--- config.mk ---
export PLATFORM = sky130hd
export DESIGN_NAME = rram_row_sequencer_flat
export DESIGN_NICKNAME = d
export VERILOG_FILES = /design/src/rtl/rram_row_sequencer_if.sv /design/src/rtl/rram_row_sequencer.sv /design/src/flat_wrapper.sv
export SDC_FILE = /design/constraint.sdc
export NUM_CORES = 1
export LEC_CHECK = 0
export CAP_MARGIN = 20
export CORE_MARGIN = 4
export CORE_UTILIZATION = 52
export DETAILED_ROUTE_END_ITERATION = 10
export PLACE_DENSITY = 0.83
export SLEW_MARGIN = 20
export SYNTH_ARGS = -nofsm -noshare
export SYNTH_HDL_FRONTEND = slang
export SYNTH_SLANG_ARGS = --single-unit
--- constraint.sdc ---
create_clock -name clk -period 3.7 [get_ports clk]
set_input_delay 0.74 -clock clk [delete_from_list [all_inputs] [get_ports clk]]
set_output_delay 0.74 -clock clk [all_outputs]
set_load 0.05 [all_outputs]
--- src/rtl/rram_row_sequencer_if.sv ---
// Request, array-drive and completion signals between a requester and rram_row_sequencer.
interface rram_row_sequencer_if;
  logic       req_valid;
  logic       req_ready;
  logic [1:0] req_op;
  logic [4:0] req_row;
  logic       dec_en;
  logic [4:0] dec_din;
  logic [1:0] bl_mode;
  logic       sa_strobe;
  logic       sa_data;
  logic       done_valid;
  logic       done_status;
  logic       rd_data;
  logic [1:0] done_retries;

  modport master (
    output req_valid, req_op, req_row, sa_data,
    input  req_ready, dec_en, dec_din, bl_mode, sa_strobe,
           done_valid, done_status, rd_data, done_retries
  );

  modport slave (
    input  req_valid, req_op, req_row, sa_data,
    output req_ready, dec_en, dec_din, bl_mode, sa_strobe,
           done_valid, done_status, rd_data, done_retries
  );
endinterface

--- src/rtl/rram_row_sequencer.sv ---
// Single-row RRAM access sequencer: SETUP -> PULSE -> HOLD -> DONE with programmable timing.
// Define RRAM_WRITE_VERIFY_EN to add a verify read and bounded retry after SET/RESET.
module rram_row_sequencer #(
  parameter int SETUP_CYC = 2,
  parameter int READ_CYC  = 4,
  parameter int SET_CYC   = 8,
  parameter int RESET_CYC = 8,
  parameter int HOLD_CYC  = 1,
  parameter int CNT_W     = 8,
  parameter int MAX_RETRY = 3
) (
  input logic clk,
  input logic rst_n,
  rram_row_sequencer_if.slave bus
);
  localparam logic [1:0] OP_NOP = 2'b00, OP_READ = 2'b01, OP_SET = 2'b10;

  // Zero-length phases are stretched to one cycle so the timer never underflows.
  localparam int SETUP_N = (SETUP_CYC == 0) ? 1 : SETUP_CYC;
  localparam int READ_N  = (READ_CYC  == 0) ? 1 : READ_CYC;
  localparam int SET_N   = (SET_CYC   == 0) ? 1 : SET_CYC;
  localparam int RESET_N = (RESET_CYC == 0) ? 1 : RESET_CYC;
  localparam int HOLD_N  = (HOLD_CYC  == 0) ? 1 : HOLD_CYC;

  if (SETUP_N >= 2**CNT_W || READ_N >= 2**CNT_W || SET_N >= 2**CNT_W ||
      RESET_N >= 2**CNT_W || HOLD_N >= 2**CNT_W || MAX_RETRY >= 2**CNT_W) begin : g_param_chk
    $error("rram_row_sequencer: timing/retry parameter does not fit CNT_W");
  end

  typedef enum logic [2:0] {
    S_IDLE, S_SETUP, S_PULSE, S_HOLD, S_DONE
`ifdef RRAM_WRITE_VERIFY_EN
    , S_VSETUP, S_VPULSE, S_VHOLD
`endif
  } state_t;

  state_t           state_q, state_d;
  logic [CNT_W-1:0] cnt_q, cnt_d;
  logic [1:0]       op_q, op_d;
  logic [4:0]       row_q, row_d;
  logic             rd_q, rd_d;
  logic             last_cyc;

  function automatic logic [CNT_W-1:0] pulse_ld(input logic [1:0] op);
    case (op)
      OP_READ: pulse_ld = CNT_W'(READ_N - 1);
      OP_SET:  pulse_ld = CNT_W'(SET_N - 1);
      default: pulse_ld = CNT_W'(RESET_N - 1);
    endcase
  endfunction

  assign last_cyc = (cnt_q == '0);

`ifdef RRAM_WRITE_VERIFY_EN
  logic [CNT_W-1:0] retry_q, retry_d;
  logic             status_q, status_d;
`endif

  always_ff @(posedge clk or negedge rst_n) begin
    if (!rst_n) begin
      state_q <= S_IDLE;
      cnt_q   <= '0;
      op_q    <= OP_NOP;
      row_q   <= '0;
      rd_q    <= 1'b0;
`ifdef RRAM_WRITE_VERIFY_EN
      retry_q  <= '0;
      status_q <= 1'b0;
`endif
    end else begin
      state_q <= state_d;
      cnt_q   <= cnt_d;
      op_q    <= op_d;
      row_q   <= row_d;
      rd_q    <= rd_d;
`ifdef RRAM_WRITE_VERIFY_EN
      retry_q  <= retry_d;
      status_q <= status_d;
`endif
    end
  end

  always_comb begin
    state_d = state_q;
    cnt_d   = last_cyc ? cnt_q : cnt_q - 1'b1;
    op_d    = op_q;
    row_d   = row_q;
    rd_d    = rd_q;
`ifdef RRAM_WRITE_VERIFY_EN
    retry_d  = retry_q;
    status_d = status_q;
`endif
    case (state_q)
      S_IDLE: if (bus.req_valid) begin
        op_d  = bus.req_op;
        row_d = bus.req_row;
`ifdef RRAM_WRITE_VERIFY_EN
        retry_d  = '0;
        status_d = 1'b0;
`endif
        if (bus.req_op == OP_NOP) state_d = S_DONE;
        else begin
          state_d = S_SETUP;
          cnt_d   = CNT_W'(SETUP_N - 1);
        end
      end
      S_SETUP: if (last_cyc) begin
        state_d = S_PULSE;
        cnt_d   = pulse_ld(op_q);
      end
      S_PULSE: if (last_cyc) begin
        if (op_q == OP_READ) rd_d = bus.sa_data;
        state_d = S_HOLD;
        cnt_d   = CNT_W'(HOLD_N - 1);
      end
      S_HOLD: if (last_cyc) begin
`ifdef RRAM_WRITE_VERIFY_EN
        if (op_q != OP_READ) begin
          state_d = S_VSETUP;
          cnt_d   = CNT_W'(SETUP_N - 1);
        end else
`endif
          state_d = S_DONE;
      end
`ifdef RRAM_WRITE_VERIFY_EN
      S_VSETUP: if (last_cyc) begin
        state_d = S_VPULSE;
        cnt_d   = CNT_W'(READ_N - 1);
      end
      S_VPULSE: if (last_cyc) begin
        rd_d    = bus.sa_data;
        state_d = S_VHOLD;
        cnt_d   = CNT_W'(HOLD_N - 1);
      end
      // A SET cell should read back 1, a RESET cell 0.
      S_VHOLD: if (last_cyc) begin
        if (rd_q == (op_q == OP_SET)) begin
          state_d = S_DONE;
        end else if (retry_q < CNT_W'(MAX_RETRY)) begin
          retry_d = retry_q + 1'b1;
          state_d = S_SETUP;
          cnt_d   = CNT_W'(SETUP_N - 1);
        end else begin
          status_d = 1'b1;
          state_d  = S_DONE;
        end
      end
`endif
      S_DONE:  state_d = S_IDLE;
      default: state_d = S_IDLE;
    endcase
  end

  // Outputs decode straight from state so an async reset drops the word line at once.
  always_comb begin
    bus.req_ready  = (state_q == S_IDLE);
    bus.done_valid = (state_q == S_DONE);
    bus.rd_data    = rd_q;
    bus.dec_en     = 1'b0;
    bus.dec_din    = '0;
    bus.bl_mode    = 2'b00;
    bus.sa_strobe  = 1'b0;
    case (state_q)
      S_SETUP, S_HOLD: bus.dec_din = row_q;
      S_PULSE: begin
        bus.dec_din   = row_q;
        bus.dec_en    = 1'b1;
        bus.bl_mode   = op_q;
        bus.sa_strobe = (op_q == OP_READ) && last_cyc;
      end
`ifdef RRAM_WRITE_VERIFY_EN
      S_VSETUP, S_VHOLD: bus.dec_din = row_q;
      S_VPULSE: begin
        bus.dec_din   = row_q;
        bus.dec_en    = 1'b1;
        bus.bl_mode   = OP_READ;
        bus.sa_strobe = last_cyc;
      end
`endif
      default: ;
    endcase
  end

`ifdef RRAM_WRITE_VERIFY_EN
  assign bus.done_status  = status_q;
  assign bus.done_retries = (retry_q > CNT_W'(3)) ? 2'd3 : retry_q[1:0];
`else
  assign bus.done_status  = 1'b0;
  assign bus.done_retries = 2'd0;
`endif
endmodule

--- src/flat_wrapper.sv ---
// flat-port wrapper written by rule: the top's interface ports become plain ports
module rram_row_sequencer_flat 
#(
  parameter int SETUP_CYC = 2,
  parameter int READ_CYC  = 4,
  parameter int SET_CYC   = 8,
  parameter int RESET_CYC = 8,
  parameter int HOLD_CYC  = 1,
  parameter int CNT_W     = 8,
  parameter int MAX_RETRY = 3
)
  (clk, rst_n, bus_req_valid, bus_req_op, bus_req_row, bus_sa_data, bus_req_ready, bus_dec_en, bus_dec_din, bus_bl_mode, bus_sa_strobe, bus_done_valid, bus_done_status, bus_rd_data, bus_done_retries);
  rram_row_sequencer_if bus_i ();
  input logic clk;
  input logic rst_n;
  input wire logic [$bits(bus_i.req_valid)-1:0] bus_req_valid;
  input wire logic [$bits(bus_i.req_op)-1:0] bus_req_op;
  input wire logic [$bits(bus_i.req_row)-1:0] bus_req_row;
  input wire logic [$bits(bus_i.sa_data)-1:0] bus_sa_data;
  output wire logic [$bits(bus_i.req_ready)-1:0] bus_req_ready;
  output wire logic [$bits(bus_i.dec_en)-1:0] bus_dec_en;
  output wire logic [$bits(bus_i.dec_din)-1:0] bus_dec_din;
  output wire logic [$bits(bus_i.bl_mode)-1:0] bus_bl_mode;
  output wire logic [$bits(bus_i.sa_strobe)-1:0] bus_sa_strobe;
  output wire logic [$bits(bus_i.done_valid)-1:0] bus_done_valid;
  output wire logic [$bits(bus_i.done_status)-1:0] bus_done_status;
  output wire logic [$bits(bus_i.rd_data)-1:0] bus_rd_data;
  output wire logic [$bits(bus_i.done_retries)-1:0] bus_done_retries;
  assign bus_i.req_valid = bus_req_valid;
  assign bus_i.req_op = bus_req_op;
  assign bus_i.req_row = bus_req_row;
  assign bus_i.sa_data = bus_sa_data;
  assign bus_req_ready = bus_i.req_ready;
  assign bus_dec_en = bus_i.dec_en;
  assign bus_dec_din = bus_i.dec_din;
  assign bus_bl_mode = bus_i.bl_mode;
  assign bus_sa_strobe = bus_i.sa_strobe;
  assign bus_done_valid = bus_i.done_valid;
  assign bus_done_status = bus_i.done_status;
  assign bus_rd_data = bus_i.rd_data;
  assign bus_done_retries = bus_i.done_retries;
  rram_row_sequencer #(.SETUP_CYC(SETUP_CYC), .READ_CYC(READ_CYC), .SET_CYC(SET_CYC), .RESET_CYC(RESET_CYC), .HOLD_CYC(HOLD_CYC), .CNT_W(CNT_W), .MAX_RETRY(MAX_RETRY)) u_core (.clk(clk), .rst_n(rst_n), .bus(bus_i));
endmodule
# Word level (Yosys, flattened, before mapping)
# Index checks and enable logic that the tools add are counted.
classes:
  addsub: 1
  eq_ne: 9
  muxes: 17
  n_reduce_logical: 8
ops:
  columns: ["op", "n"]
  rows:
  - ["2-to-1 mux 8 bit", 5]
  - ["one-hot mux 8 bit (3 select lines)", 1]
  - ["2-to-1 mux 3 bit", 6]
  - ["one-hot mux 3 bit (4 select lines)", 1]
  - ["logical NOT 8 bit", 1]
  - ["subtractor 8 x 1 -> 8 bit, second input constant", 1]
  - ["equality test 3 x 2 -> 1 bit, second input constant", 2]
  - ["!= test 2 x 1 -> 1 bit, second input constant", 3]
  - ["2-to-1 mux 5 bit", 1]
  - ["AND reduction 4 bit", 1]
  - ["equality test 3 x 1 -> 1 bit, second input constant", 1]
  - ["equality test 3 bit, second input constant", 1]
  - ["logical NOT 3 bit", 1]
  - ["AND reduction 3 bit", 1]
  - ["OR reduction 3 bit", 1]
  - ["equality test 2 x 1 -> 1 bit, second input constant", 1]
  - ["logical NOT 2 bit", 1]
  - ["2-to-1 mux 1 bit", 2]
  - ["2-to-1 mux 2 bit", 1]
  - ["!= test 2 bit, second input constant", 1]
  - ["AND reduction 2 bit", 1]
  - ["logical AND 1 bit", 1]
totals:
  reg_bits: 19
  output_inout_bits: 15
  wordCells: 40

# Logic depth before layout (Yosys ltp)
depth:
  ltp_word: 5
  depth_mapped: 8
  depth_no_buf: 8

# Least setup slack after synthesis
# Ideal clock, no wire load.
synth_path:
  path_type: "register to output"
  from: "reg u_core.state_q[0]"
  to: "out bus_sa_strobe"
  arrival_ns: 2.350
  slack_ns: 0.610
  path_stages_with_launch: 4
  n_path_buf: 0
  path_cell_list: "dfrtp_1 -> nor3b_1 -> nand4_1 -> inv_1"
synth_via:
  elab_chain_cells: 2
synth_rtl:
  columns: ["element", "line", "rtl"]
  rows:
  - ["start, declared", "rram_row_sequencer.sv:37", "state_t state_q, state_d;"]
  - ["start signal, assigned", "rram_row_sequencer.sv:71", "state_q <= state_d;"]
  - ["equality test 3 x 2 -> 1 bit", "rram_row_sequencer.sv:163", "case (state_q)"]
  - ["2-to-1 mux 1 bit", "rram_row_sequencer.sv:163", null]
  - ["end, declared", "flat_wrapper.sv:24", "output wire logic [$bits(bus_i.sa_strobe)-1:0] bus_sa_strobe;"]
# Every way passes these cells.

# Worst setup path in the final report
layout_path:
  from: "reg u_core.cnt_q[2]"
  to: "out bus_sa_strobe"
layout_via:
  elab_chain_cells: 3
layout_rtl:
  columns: ["element", "line", "rtl"]
  rows:
  - ["start, declared", "rram_row_sequencer.sv:38", "logic [CNT_W-1:0] cnt_q, cnt_d;"]
  - ["start signal, assigned", "rram_row_sequencer.sv:72", "cnt_q <= cnt_d;"]
  - ["logical NOT 8 bit", "rram_row_sequencer.sv:52", "assign last_cyc = (cnt_q == '0);"]
  - ["logical AND 1 bit", "rram_row_sequencer.sv:169", "bus.sa_strobe = (op_q == OP_READ) && last_cyc;"]
  - ["2-to-1 mux 1 bit", "rram_row_sequencer.sv:163", null]
# Every way passes these cells.

==> reports/results.ini <==
[run_status]
status=completed

[sta]
period_share=0.899
slew-limit-headroom=0.436
rsz0062_at_grt=no
fin_skew_ns=0.00290
fmax_ghz=0.301
finalSetupViolCount=0
worst_pin_slew_ns=0.843
fin_crit_ns=3.33
layout_setup_ws_ns=0.373
finalHoldViolCount=0
final-max-slew-violation-count=0
final.setup.tns_ns=0

[yosys]
ys_async_sr_fraction=1.00
syn-cell-area_um2=1120
yosys_warnings=0
synth.avg_cell_area_um2=8.81
yosys_register_bits=19
synthFlopType=dfrtp_1
ys_seq_area_frac=0.425
synthCells=127
synthDistinctLibCells=35
synth_edf_count=0

[clock_tree]
post_cts_buffers=0
clock_sinks=19
cts_root_buf=clkbuf_4
htreeDepth=1
cts_resized=0
cts_buffers=3
cts_tree=built
postCtsHoldBufs=0
cts_max_path_buffers=2
cts.clk_slew.worst_paths_ns=0.10
clock_latency_ns=0.29

[floorplanning]
dieWidth_um=54.4
core_area_um2=2000
rows=16
ios=26
die-area_um2=2960
start_util=0.559
dieHeight_um=54.4

[setup_path]
crit_type=reg -> out
worst_path_max_delay_cell=clkdlybuf4s50_1
r2r_slack_ns=1.10
reg2reg_from=u_core.cnt_q[2]$_DFF_PN0_
cp.arrival_ns=2.59
slowest_delay_ns=0.80
crit_path_cell_trace=nor4_1 -> nand4_1 -> inv_1 -> clkdlybuf4s50_1
crit_fanout=7
end_kind=output port
cp.required_ns=2.96
setup.worst_path.start_class=flip-flop
startpoint=u_core.cnt_q[2]$_DFF_PN0_

[placement]
place_ws_ns=0.745
dp.final_hpwl_um=1910
gp_congestion=0.818
dp.cells=172
io_buffers=22

[routing]
dr.pass1.iters=4
drtIter0Drc=17
drcViolationCount=0
wirelength_um=2550
viasPerCell=5.54
num_vias=975
routedWlPerCell_um=14.5
ant_nets=0

[power]
ir_worst_vdd_mv=0.523
p_comb_frac=0.534
p_seq_frac=0.371
power_mw=1.09
power.density_nw_per_um2=794
leakagePower_nw=0.594
p_int_mw=0.579
pwr-share-clk=0.094
switching_share=0.471
p_sw_mw=0.514

[global_route]
grt_usage=0.204
antenna_found_initial=0
grt_pass1_wl_um=4270
grt_overflow=0
grt_pass1_vias=947
grt_max_degree=20

[finish]
layout_common_cells=nand2_1 (23), clkdlybuf4s50_1 (22), dfrtp_1 (19), nor2_1 (8), and2_1 (8)
layout-drive-gt1-share=0.0671
areaGrowthSynthToFinish_pct=23.0
fin_cells=176
mostFrequentLayoutCell=nand2_1
nets=165
n_antenna_cell=0

[worst_hold_path]
worstHoldStart=u_core.row_q[2]$_DFFE_PN0P_
min_path_type=reg -> reg

[job]
drv_cap=0

## synthesized netlist by cell type (all sizes together), types with 3 or more instances
cell,count,share of area
nor3,5,0.022
nor2,8,0.027
or4,4,0.030
ha,4,0.045
nand2b,3,0.017
and2,8,0.045
o31ai,3,0.020
buf,4,0.023
nand2,23,0.077
nor3b,3,0.020
clkbuf,3,0.010
a21oi,4,0.018
inv,7,0.023
o21ai,3,0.013
dfrtp,19,0.43
## worst max-delay path: cells and delay by family, from the launching register on
kind | cells | cell delay (ns)
DFF | 1 | 0.46
and+or+nand+nor | 2 | 0.92
buffers and inverters | 2 | 0.90
## per-stage QoR
step                utilization  area, µm²  hold slack (ns)
floorplan                     -       1130            0.437
global route              0.688       1380            0.508
CTS                       0.688       1380            0.489
global placement          0.674       1350            0.450
finish                    0.688       1380            0.482
detailed placement        0.674       1350            0.462
## final cells by class
type,count,area [µm²]
clock buffer,4,26.3
fill,166,626
inverter,7,26.3
multi-input combinational,96,587
sequential,19,475
tap,27,33.8
timing repair buffer,23,228
## power by group through the flow
| stage | sequential (mW) | combinational [mW] | clock [mW] |
|---|---|---|---|
| floorplan | 0.365 | 0.450 | 0 |
| global placement | 0.397 | 0.571 | 0 |
| detailed placement | 0.403 | 0.587 | 0 |
| CTS | 0.403 | 0.589 | 0.106 |
| global route | 0.423 | 0.645 | 0.115 |
| finish | 0.406 | 0.584 | 0.103 |
## kinds of logic (layout without fill, tap and decap cells)
family          after synthesis  count (layout)  synth area share
simple gates                 66              66             0.321
xor+xnor                      2               2            0.0157
flops                        19              19             0.425
mux                           1               1            0.0101
buf+inv                      14              34            0.0570
compound gates               20              20             0.123
other cells                   1               3           0.00335
fa+ha+maj                     4               4            0.0447
## final timing paths
| check | to | cells past startpoint |
|---|---|---|
| worst min-delay path | u_core.row_q[2]$_DFFE_PN0P_ | 2 |
| min in group asynchronous | u_core.cnt_q[7]$_DFF_PN0_ | 1 |
| worst max register to register | u_core.cnt_q[0]$_DFF_PN0_ | 6 |
| worst max-delay path | bus_sa_strobe | 4 |
| max in group asynchronous | u_core.bus.rd_data$_DFFE_PN0P_ | 1 |
| worst min register to register | u_core.row_q[2]$_DFFE_PN0P_ | 2 |
## flip-flops by register name, summed over array words and instances, names as in the netlist
name,flops
u_core.cnt_q,8
u_core.row_q,5
u_core.state_q,3
u_core.op_q,2
u_core.bus.rd_data,1
## per-layer routing
layer / wire length [µm] / up-vias / GRT usage
li1: - / 485 / -
met1: 1110 / 450 / 0.248
met2: 1210 / 36 / 0.353
met3: 196 / 4 / 0.0708
met4: 31 / 0 / 0.0332
met5: 0 / - / 0
(Power assumes the default switching activity.)
